File: src/rtl/ma_pkg.sv
// Shared definitions for the memory-access stage: opcode classes,
// FSM state encoding and default widths.
package ma_pkg;

    localparam int MA_DATA_W    = 16;
    localparam int MA_ADDR_W    = 16;
    localparam int MA_REG_IDX_W = 5;
    localparam int MA_CTRL_W    = 4;

    localparam logic [3:0] LOAD  = 4'b1100;
    localparam logic [3:0] STORE = 4'b1110;

    typedef enum logic [1:0] {
        IDLE,
        LOAD_WAIT,
        STORE_WAIT
    } ma_state_e;

endpackage

File: src/rtl/ma_if.sv
// Data-memory request bus: req/we/address/wdata out, ack/rdata back.
// master = MA stage, slave = memory.
interface ma_if
    import ma_pkg::*;
#(
    parameter int DATA_W = MA_DATA_W,
    parameter int ADDR_W = MA_ADDR_W
);

    logic              mem_req;
    logic              mem_we;
    logic [ADDR_W-1:0] address_to_memory;
    logic [DATA_W-1:0] data_to_memory;
    logic              mem_ack;
    logic [DATA_W-1:0] data_from_memory;

    modport master (
        output mem_req,
        output mem_we,
        output address_to_memory,
        output data_to_memory,
        input  mem_ack,
        input  data_from_memory
    );

    modport slave (
        input  mem_req,
        input  mem_we,
        input  address_to_memory,
        input  data_to_memory,
        output mem_ack,
        output data_from_memory
    );

endinterface

File: src/rtl/ma_store_buffer.sv
// One-entry posted store buffer: push latches addr/data and sets busy,
// ack while busy clears it. Ports: clk, rst_n, push_*, ack_i, busy/addr/data.
module ma_store_buffer
    import ma_pkg::*;
#(
    parameter int ADDR_W = MA_ADDR_W,
    parameter int DATA_W = MA_DATA_W
) (
    input  logic              clk,
    input  logic              rst_n,
    input  logic              push_i,
    input  logic [ADDR_W-1:0] push_addr_i,
    input  logic [DATA_W-1:0] push_data_i,
    input  logic              ack_i,
    output logic              busy_o,
    output logic [ADDR_W-1:0] addr_o,
    output logic [DATA_W-1:0] data_o
);

    logic              busy_q, busy_d;
    logic [ADDR_W-1:0] addr_q, addr_d;
    logic [DATA_W-1:0] data_q, data_d;

    always_comb begin
        busy_d = busy_q;
        addr_d = addr_q;
        data_d = data_q;
        if (busy_q && ack_i) begin
            busy_d = 1'b0;
        end
        if (push_i) begin
            busy_d = 1'b1;
            addr_d = push_addr_i;
            data_d = push_data_i;
        end
    end

    always_ff @(posedge clk or negedge rst_n) begin
        if (!rst_n) begin
            busy_q <= 1'b0;
            addr_q <= '0;
            data_q <= '0;
        end else begin
            busy_q <= busy_d;
            addr_q <= addr_d;
            data_q <= data_d;
        end
    end

    assign busy_o = busy_q;
    assign addr_o = addr_q;
    assign data_o = data_q;

endmodule

File: src/rtl/memory_access_stage.sv
// MA pipeline stage: forwards ALU results, runs loads/stores over ma_if
// with a req/ack handshake and stalls EX while an access is outstanding.
// Ports: clk, rst_n, EX-side *_ex inputs, stall_ma, mem (ma_if.master),
// MA-side *_ma outputs. Optional MA_STORE_BUFFER_EN adds a posted store.
module memory_access_stage
    import ma_pkg::*;
#(
    parameter int DATA_W    = MA_DATA_W,
    parameter int ADDR_W    = MA_ADDR_W,
    parameter int REG_IDX_W = MA_REG_IDX_W,
    parameter int CTRL_W    = MA_CTRL_W
) (
    input  logic                 clk,
    input  logic                 rst_n,
    input  logic                 valid_ex,
    input  logic [CTRL_W-1:0]    control_ex,
    input  logic [DATA_W-1:0]    result_ex,
    input  logic [DATA_W-1:0]    reg_data_ex,
    input  logic [REG_IDX_W-1:0] dest_reg_index_ex,
    input  logic                 dest_reg_write_en_ex,
    output logic                 stall_ma,
    ma_if.master                 mem,
    output logic                 valid_ma,
    output logic [CTRL_W-1:0]    control_ma,
    output logic [DATA_W-1:0]    result_ma,
    output logic [DATA_W-1:0]    data_ma,
    output logic [REG_IDX_W-1:0] dest_reg_index_ma,
    output logic                 dest_reg_write_en_ma
);

    ma_state_e             state_q, state_d;
    logic                  valid_q, valid_d;
    logic [CTRL_W-1:0]     ctrl_q, ctrl_d;
    logic [DATA_W-1:0]     res_q, res_d;
    logic [DATA_W-1:0]     data_q, data_d;
    logic [REG_IDX_W-1:0]  idx_q, idx_d;
    logic                  wen_q, wen_d;
    // Fields of the in-flight access, kept apart so MA outputs hold.
    logic [CTRL_W-1:0]     p_ctrl_q, p_ctrl_d;
    logic [DATA_W-1:0]     p_res_q, p_res_d;
    logic [REG_IDX_W-1:0]  p_idx_q, p_idx_d;
    logic                  p_wen_q, p_wen_d;
    logic [ADDR_W-1:0]     addr_q, addr_d;
    logic                  is_load, is_store, take_ex;
    logic [ADDR_W-1:0]     ex_addr;

    assign is_load  = (control_ex == CTRL_W'(LOAD));
    assign is_store = (control_ex == CTRL_W'(STORE));
    assign ex_addr  = result_ex[ADDR_W-1:0];

`ifdef MA_STORE_BUFFER_EN
    logic              sb_push, sb_busy;
    logic [ADDR_W-1:0] sb_addr;
    logic [DATA_W-1:0] sb_data;

    ma_store_buffer #(
        .ADDR_W (ADDR_W),
        .DATA_W (DATA_W)
    ) u_sb (
        .clk         (clk),
        .rst_n       (rst_n),
        .push_i      (sb_push),
        .push_addr_i (ex_addr),
        .push_data_i (reg_data_ex),
        .ack_i       (mem.mem_ack),
        .busy_o      (sb_busy),
        .addr_o      (sb_addr),
        .data_o      (sb_data)
    );
`else
    logic [DATA_W-1:0] wdata_q, wdata_d;
`endif

    always_comb begin
        state_d  = state_q;
        valid_d  = 1'b0;
        ctrl_d   = ctrl_q;
        res_d    = res_q;
        data_d   = data_q;
        idx_d    = idx_q;
        wen_d    = wen_q;
        p_ctrl_d = p_ctrl_q;
        p_res_d  = p_res_q;
        p_idx_d  = p_idx_q;
        p_wen_d  = p_wen_q;
        addr_d   = addr_q;
        take_ex  = 1'b0;
`ifdef MA_STORE_BUFFER_EN
        sb_push  = 1'b0;
`else
        wdata_d  = wdata_q;
`endif
        unique case (state_q)
            IDLE: begin
                if (valid_ex) begin
                    unique case (1'b1)
                        is_load: begin
                            state_d  = LOAD_WAIT;
                            addr_d   = ex_addr;
                            p_ctrl_d = control_ex;
                            p_res_d  = result_ex;
                            p_idx_d  = dest_reg_index_ex;
                            p_wen_d  = dest_reg_write_en_ex;
                        end
                        is_store: begin
                            state_d  = STORE_WAIT;
`ifdef MA_STORE_BUFFER_EN
                            sb_push  = 1'b1;
                            take_ex  = 1'b1;
`else
                            addr_d   = ex_addr;
                            wdata_d  = reg_data_ex;
                            p_ctrl_d = control_ex;
                            p_res_d  = result_ex;
                            p_idx_d  = dest_reg_index_ex;
`endif
                        end
                        default: take_ex = 1'b1;
                    endcase
                end
            end
            LOAD_WAIT: begin
                if (mem.mem_ack) begin
                    state_d = IDLE;
                    valid_d = 1'b1;
                    ctrl_d  = p_ctrl_q;
                    res_d   = p_res_q;
                    data_d  = mem.data_from_memory;
                    idx_d   = p_idx_q;
                    wen_d   = p_wen_q;
                end
            end
            STORE_WAIT: begin
`ifdef MA_STORE_BUFFER_EN
                // Draining: ALU ops flow past, memory ops wait.
                if (mem.mem_ack) begin
                    state_d = IDLE;
                end
                if (valid_ex && !(is_load || is_store)) begin
                    take_ex = 1'b1;
                end
`else
                if (mem.mem_ack) begin
                    state_d = IDLE;
                    valid_d = 1'b1;
                    ctrl_d  = p_ctrl_q;
                    res_d   = p_res_q;
                    idx_d   = p_idx_q;
                    wen_d   = 1'b0;
                end
`endif
            end
            default: state_d = IDLE;
        endcase
        if (take_ex) begin
            valid_d = 1'b1;
            ctrl_d  = control_ex;
            res_d   = result_ex;
            idx_d   = dest_reg_index_ex;
            wen_d   = dest_reg_write_en_ex & ~is_store;
        end
    end

    always_ff @(posedge clk or negedge rst_n) begin
        if (!rst_n) begin
            state_q  <= IDLE;
            valid_q  <= 1'b0;
            ctrl_q   <= '0;
            res_q    <= '0;
            data_q   <= '0;
            idx_q    <= '0;
            wen_q    <= 1'b0;
            p_ctrl_q <= '0;
            p_res_q  <= '0;
            p_idx_q  <= '0;
            p_wen_q  <= 1'b0;
            addr_q   <= '0;
`ifndef MA_STORE_BUFFER_EN
            wdata_q  <= '0;
`endif
        end else begin
            state_q  <= state_d;
            valid_q  <= valid_d;
            ctrl_q   <= ctrl_d;
            res_q    <= res_d;
            data_q   <= data_d;
            idx_q    <= idx_d;
            wen_q    <= wen_d;
            p_ctrl_q <= p_ctrl_d;
            p_res_q  <= p_res_d;
            p_idx_q  <= p_idx_d;
            p_wen_q  <= p_wen_d;
            addr_q   <= addr_d;
`ifndef MA_STORE_BUFFER_EN
            wdata_q  <= wdata_d;
`endif
        end
    end

    assign mem.mem_req = (state_q != IDLE);
    assign mem.mem_we  = (state_q == STORE_WAIT);

`ifdef MA_STORE_BUFFER_EN
    // A memory op behind a draining store is held off until the drain acks.
    assign stall_ma = (state_q == LOAD_WAIT) ||
                      ((state_q == STORE_WAIT) && valid_ex &&
                       (is_load || is_store));
    assign mem.address_to_memory = sb_busy ? sb_addr : addr_q;
    assign mem.data_to_memory    = sb_data;
`else
    assign stall_ma = (state_q != IDLE);
    assign mem.address_to_memory = addr_q;
    assign mem.data_to_memory    = wdata_q;
`endif

    assign valid_ma             = valid_q;
    assign control_ma           = ctrl_q;
    assign result_ma            = res_q;
    assign data_ma              = data_q;
    assign dest_reg_index_ma    = idx_q;
    assign dest_reg_write_en_ma = wen_q;

endmodule

File: src/flat_wrapper.sv
// flat-port wrapper written by rule: the top's interface ports become plain ports
module memory_access_stage_flat import ma_pkg::*;
#(
    parameter int DATA_W    = MA_DATA_W,
    parameter int ADDR_W    = MA_ADDR_W,
    parameter int REG_IDX_W = MA_REG_IDX_W,
    parameter int CTRL_W    = MA_CTRL_W
)
  (clk, rst_n, valid_ex, control_ex, result_ex, reg_data_ex, dest_reg_index_ex, dest_reg_write_en_ex, stall_ma, valid_ma, control_ma, result_ma, data_ma, dest_reg_index_ma, dest_reg_write_en_ma, mem_mem_req, mem_mem_we, mem_address_to_memory, mem_data_to_memory, mem_mem_ack, mem_data_from_memory);
  ma_if #(.DATA_W(DATA_W), .ADDR_W(ADDR_W)) mem_i ();
  input  logic clk;
  input  logic rst_n;
  input  logic valid_ex;
  input  logic [CTRL_W-1:0] control_ex;
  input  logic [DATA_W-1:0] result_ex;
  input  logic [DATA_W-1:0] reg_data_ex;
  input  logic [REG_IDX_W-1:0] dest_reg_index_ex;
  input  logic dest_reg_write_en_ex;
  output logic stall_ma;
  output logic valid_ma;
  output logic [CTRL_W-1:0] control_ma;
  output logic [DATA_W-1:0] result_ma;
  output logic [DATA_W-1:0] data_ma;
  output logic [REG_IDX_W-1:0] dest_reg_index_ma;
  output logic dest_reg_write_en_ma;
  output wire logic [$bits(mem_i.mem_req)-1:0] mem_mem_req;
  output wire logic [$bits(mem_i.mem_we)-1:0] mem_mem_we;
  output wire logic [$bits(mem_i.address_to_memory)-1:0] mem_address_to_memory;
  output wire logic [$bits(mem_i.data_to_memory)-1:0] mem_data_to_memory;
  input wire logic [$bits(mem_i.mem_ack)-1:0] mem_mem_ack;
  input wire logic [$bits(mem_i.data_from_memory)-1:0] mem_data_from_memory;
  assign mem_mem_req = mem_i.mem_req;
  assign mem_mem_we = mem_i.mem_we;
  assign mem_address_to_memory = mem_i.address_to_memory;
  assign mem_data_to_memory = mem_i.data_to_memory;
  assign mem_i.mem_ack = mem_mem_ack;
  assign mem_i.data_from_memory = mem_data_from_memory;
  memory_access_stage #(.DATA_W(DATA_W), .ADDR_W(ADDR_W), .REG_IDX_W(REG_IDX_W), .CTRL_W(CTRL_W)) u_core (.clk(clk), .rst_n(rst_n), .valid_ex(valid_ex), .control_ex(control_ex), .result_ex(result_ex), .reg_data_ex(reg_data_ex), .dest_reg_index_ex(dest_reg_index_ex), .dest_reg_write_en_ex(dest_reg_write_en_ex), .stall_ma(stall_ma), .mem(mem_i), .valid_ma(valid_ma), .control_ma(control_ma), .result_ma(result_ma), .data_ma(data_ma), .dest_reg_index_ma(dest_reg_index_ma), .dest_reg_write_en_ma(dest_reg_write_en_ma));
endmodule
File: config.mk
export PLATFORM = sky130hd
export DESIGN_NAME = memory_access_stage_flat
export DESIGN_NICKNAME = d
export VERILOG_FILES = /design/src/rtl/ma_pkg.sv /design/src/rtl/ma_if.sv /design/src/rtl/ma_store_buffer.sv /design/src/rtl/memory_access_stage.sv /design/src/flat_wrapper.sv
export SDC_FILE = /design/constraint.sdc
export NUM_CORES = 1
export LEC_CHECK = 0
export ABC_AREA = 1
export CAP_MARGIN = 25
export CORE_UTILIZATION = 40
export DETAILED_ROUTE_END_ITERATION = 8
export GPL_TIMING_DRIVEN = 0
export PLACE_DENSITY = 0.86
export REMOVE_ABC_BUFFERS = 1
export SETUP_SLACK_MARGIN = 0.5
export SLEW_MARGIN = 5
export SYNTH_ARGS = -nofsm -noshare
export SYNTH_HDL_FRONTEND = slang
export SYNTH_SLANG_ARGS = --single-unit
File: constraint.sdc
create_clock -name clk -period 1.4 [get_ports clk]
set_clock_uncertainty 0.05 [all_clocks]
set_input_delay 0.35 -clock clk [delete_from_list [all_inputs] [get_ports clk]]
set_output_delay 0.35 -clock clk [all_outputs]
set_load 0.1 [all_outputs]
==> impl_metrics.yaml <==
outcome:
  status: "finished with violations"
  violations: "design-rule violations, negative hold slack, negative setup slack"
grt:
  grt_max_degree: 48
  track_usage_pct: 28.3
  met2_usage_pct: 51.0
  grtUsageMet3_pct: 5.08
  grt_util_met1_pct: 33.0
  antenna_found_initial: 0
  grt_pass1_wl_um: 21100
  grt-busiest-layer: "met2"
  grt_pass1_vias: 4076
  grt-ovfl-total: 0
sta:
  hold_viol: 40
  rsz0062_at_grt: "true"
  slew_violations: 0
  worst_slack_ns: -0.345
  max_freq_mhz: 573
  fin_crit_sh_pct: 125
  setup_violations: 79
  period_minus_slack_ns: 1.75
  worstMarginPinSlew_ns: 0.626
  hold_ws_ns: -0.0666
  fin_setup_tns_ns: -18.55
  maxSlewHeadroom_pct: 58.3
worst_setup_path:
  timing.rr.end: "u_core.result_ma[11]"
  crit_top_cell: "buf_12"
  endpoint: "u_core.result_ma[11]"
  worstSetupStartpointType: "register"
  crit_path_end_kind: "register"
  rr_startpoint: "u_core.state_q[0]"
  path_max_fanout: 7
  r2r_cells: 9
  worstPathCellList: "inv_2, ha_4, nand2_4, clkinvlp_4, buf_12, buf_12, nand2_8, nand3_1, nand3_2"
  criticalPathCategory: "register to register"
  arrival_ns: 1.94
  max_stage_delay_ns: 0.42
  startpoint: "u_core.state_q[0]"
  r2r_setup_slack_ns: -0.35
  slowest_stage: "dfrtp_1"
  cp.required_ns: 1.59
clock_network:
  cts_tree: "yes"
  cts_buffer_depth: 2
  cts.clk_slew.worst_paths_ns: 0.11
  cts_made_buffers: 9
  root_buffer: "clkbuf_8"
  htreeDepth: 3
  clkLatencyLatePin_ns: 0.37
  cts_sinks: 87
logic_synthesis:
  ys_ff_latch: 87
  synth_area_leaders: "dfrtp_1 59%, nand2_1 19%, nand3_1 12%, buf_2 1.9%, inv_1 1.2%"
  syn_area_per_cell_um2: 8.64
  netlist_instances: 426
  yosysSeqAreaShare_pct: 59.1
  yosysTopAreaCell: "dfrtp_1"
  yosys_warnings: 0
  syn-cell-area_mm2: 0.00368
  synthDistinctLibCells: 20
  yosys.area.top_type_share_pct: 59.1
placed_design:
  portBuffers: 139
  dp_hpwl_um: 6440
  placed_area_mm2: 0.00514
  gp_congestion: 0.788
detailed_routing:
  wirelength_um: 17800
  num_vias: 4371
  antenna_left: 0
  routed_via_density: 5.74
  dr.first_iter.drc_count: 353
  drc: 10
  first_pass_iters: 8
  post_drt_wl_per_cell_um: 23.4
floorplanning:
  core_mm2: 0.00881
  die_x_um: 97.9
  die_area_mm2: 0.00959
  rows: 34
  start_util_pct: 41.8
  pin_count: 140
  die_h_um: 97.9
layout:
  final_cell_mix: "135 x nand2_1, 86 x buf_12, 79 x dfrtp_1, 60 x buf_4, 55 x clkdlybuf4s50_1"
  seqCellArea_mm2: 0.00219
  fillers: 348
  area_growth_pct: 113
  diodes: 0
  drive_gt1_share_pct: 50.6
  finalNetCount: 714
  multiInputGateArea_mm2: 0.00209
  finalInstanceArea_mm2: 0.00784
  layout_commonest_cell: "nand2_1"
worst_hold_path:
  hold_class: "input port to asynchronous set/reset pin"
job:
  drv_cap: 0
-- through the flow --
stage,util (%),setup WS [ns],std cells
3_5_place_dp,58.3,-1.81,653
3_3_place_gp,57.7,-3.05,651
2_1_floorplan,-,-1.61,404
5_1_grt,89.0,-0.369,762
4_1_cts,78.0,-0.249,725
6_report,89.0,-0.345,762
-- synth_stat cells --
master      n
dfrtp_1    87
nand4_1     3
buf_6       1
clkinv_1    1
nand3_1    91
buf_2      14
nand2_1   188
nand2_4     1
or2_2       2
nor2_2      1
ha_1        3
buf_4       4
clkbuf_1    3
nand3b_1    1
o21ai_0     2
nand2_2     4
inv_1      12
nor3_4      1
inv_2       4
nor2_1      3
-- final cells by class --
cell class / instances / area share, %
Clock buffer: 12 / 1.72
Timing Repair inverter: 5 / 0.654
Multi-Input combinational cell: 309 / 26.7
Inverter: 17 / 1.84
Clock inverter: 4 / 0.894
Timing Repair Buffer: 220 / 38.6
Tap cell: 108 / 1.72
Sequential cell: 87 / 27.9
-- how the worst min path moves through the flow --
stage                       start              endpoint  slack [ns]  cells past startpoint
5_1_grt                     rst_n     u_core.data_ma[3]       -0.05                      1
3_5_place_dp                rst_n     u_core.data_ma[3]        0.32                      1
6_report                    rst_n   u_core.result_ma[2]       -0.07                      1
2_1_floorplan               rst_n  u_core.control_ma[0]       0.004                      0
4_1_cts                     rst_n     u_core.data_ma[3]       -0.06                      1
3_3_place_gp   u_core.p_ctrl_q[3]    u_core.p_ctrl_q[3]        0.40                      1
-- per-layer routing --
layer / vias up / share of wire (%)
li1: 1826 / -
met1: 2173 / 36
met2: 298 / 53
met3: 74 / 7.3
met4: 0 / 4.4
met5: - / 0
-- repair_timing --
| item | in CTS | in global routing |
|---|---|---|
| endpoints found under the hold margin | 40 | 40 |
| buffers inserted | 48 | 27 |
| pin swaps | 8 | 27 |
| cloned | 8 | 10 |
| setup endpoints to repair | 165 | 165 |
| gates resized for setup | 775 | 154 |
-- registers in the layout (all words and copies together) (netlist names) --
signal / flops
u_core.data_ma: 16
u_core.mem.data_to_memory: 16
u_core.p_res_q: 16
u_core.result_ma: 16
u_core.dest_reg_index_ma: 5
u_core.p_idx_q: 5
u_core.control_ma: 4
u_core.p_ctrl_q: 4
u_core.state_q: 2
u_core.dest_reg_write_en_ma: 1
u_core.p_wen_q: 1
u_core.valid_ma: 1
-- critical path, delay by kind of cell, from the launching register on --
| kind | cells | cell delay, ns |
|---|---|---|
| AND/OR/NAND/NOR | 4 | 0.40 |
| adder cells (fa/ha/maj) | 1 | 0.20 |
| buffers and inverters | 4 | 0.54 |
| flip-flops | 1 | 0.42 |
-- cell families (layout without fill, tap and decap cells) --
kind of cell	after synthesis	after routing	share of synthesized area, %
fa+ha+maj	3	3	1.02
flops	87	87	59.1
simple gates	295	304	34.5
compound gates	2	2	0.272
buf+inv	39	258	5.06
Power is not shown: default switching activity piles up to over one toggle a cycle in this logic, so the estimate is an artifact.
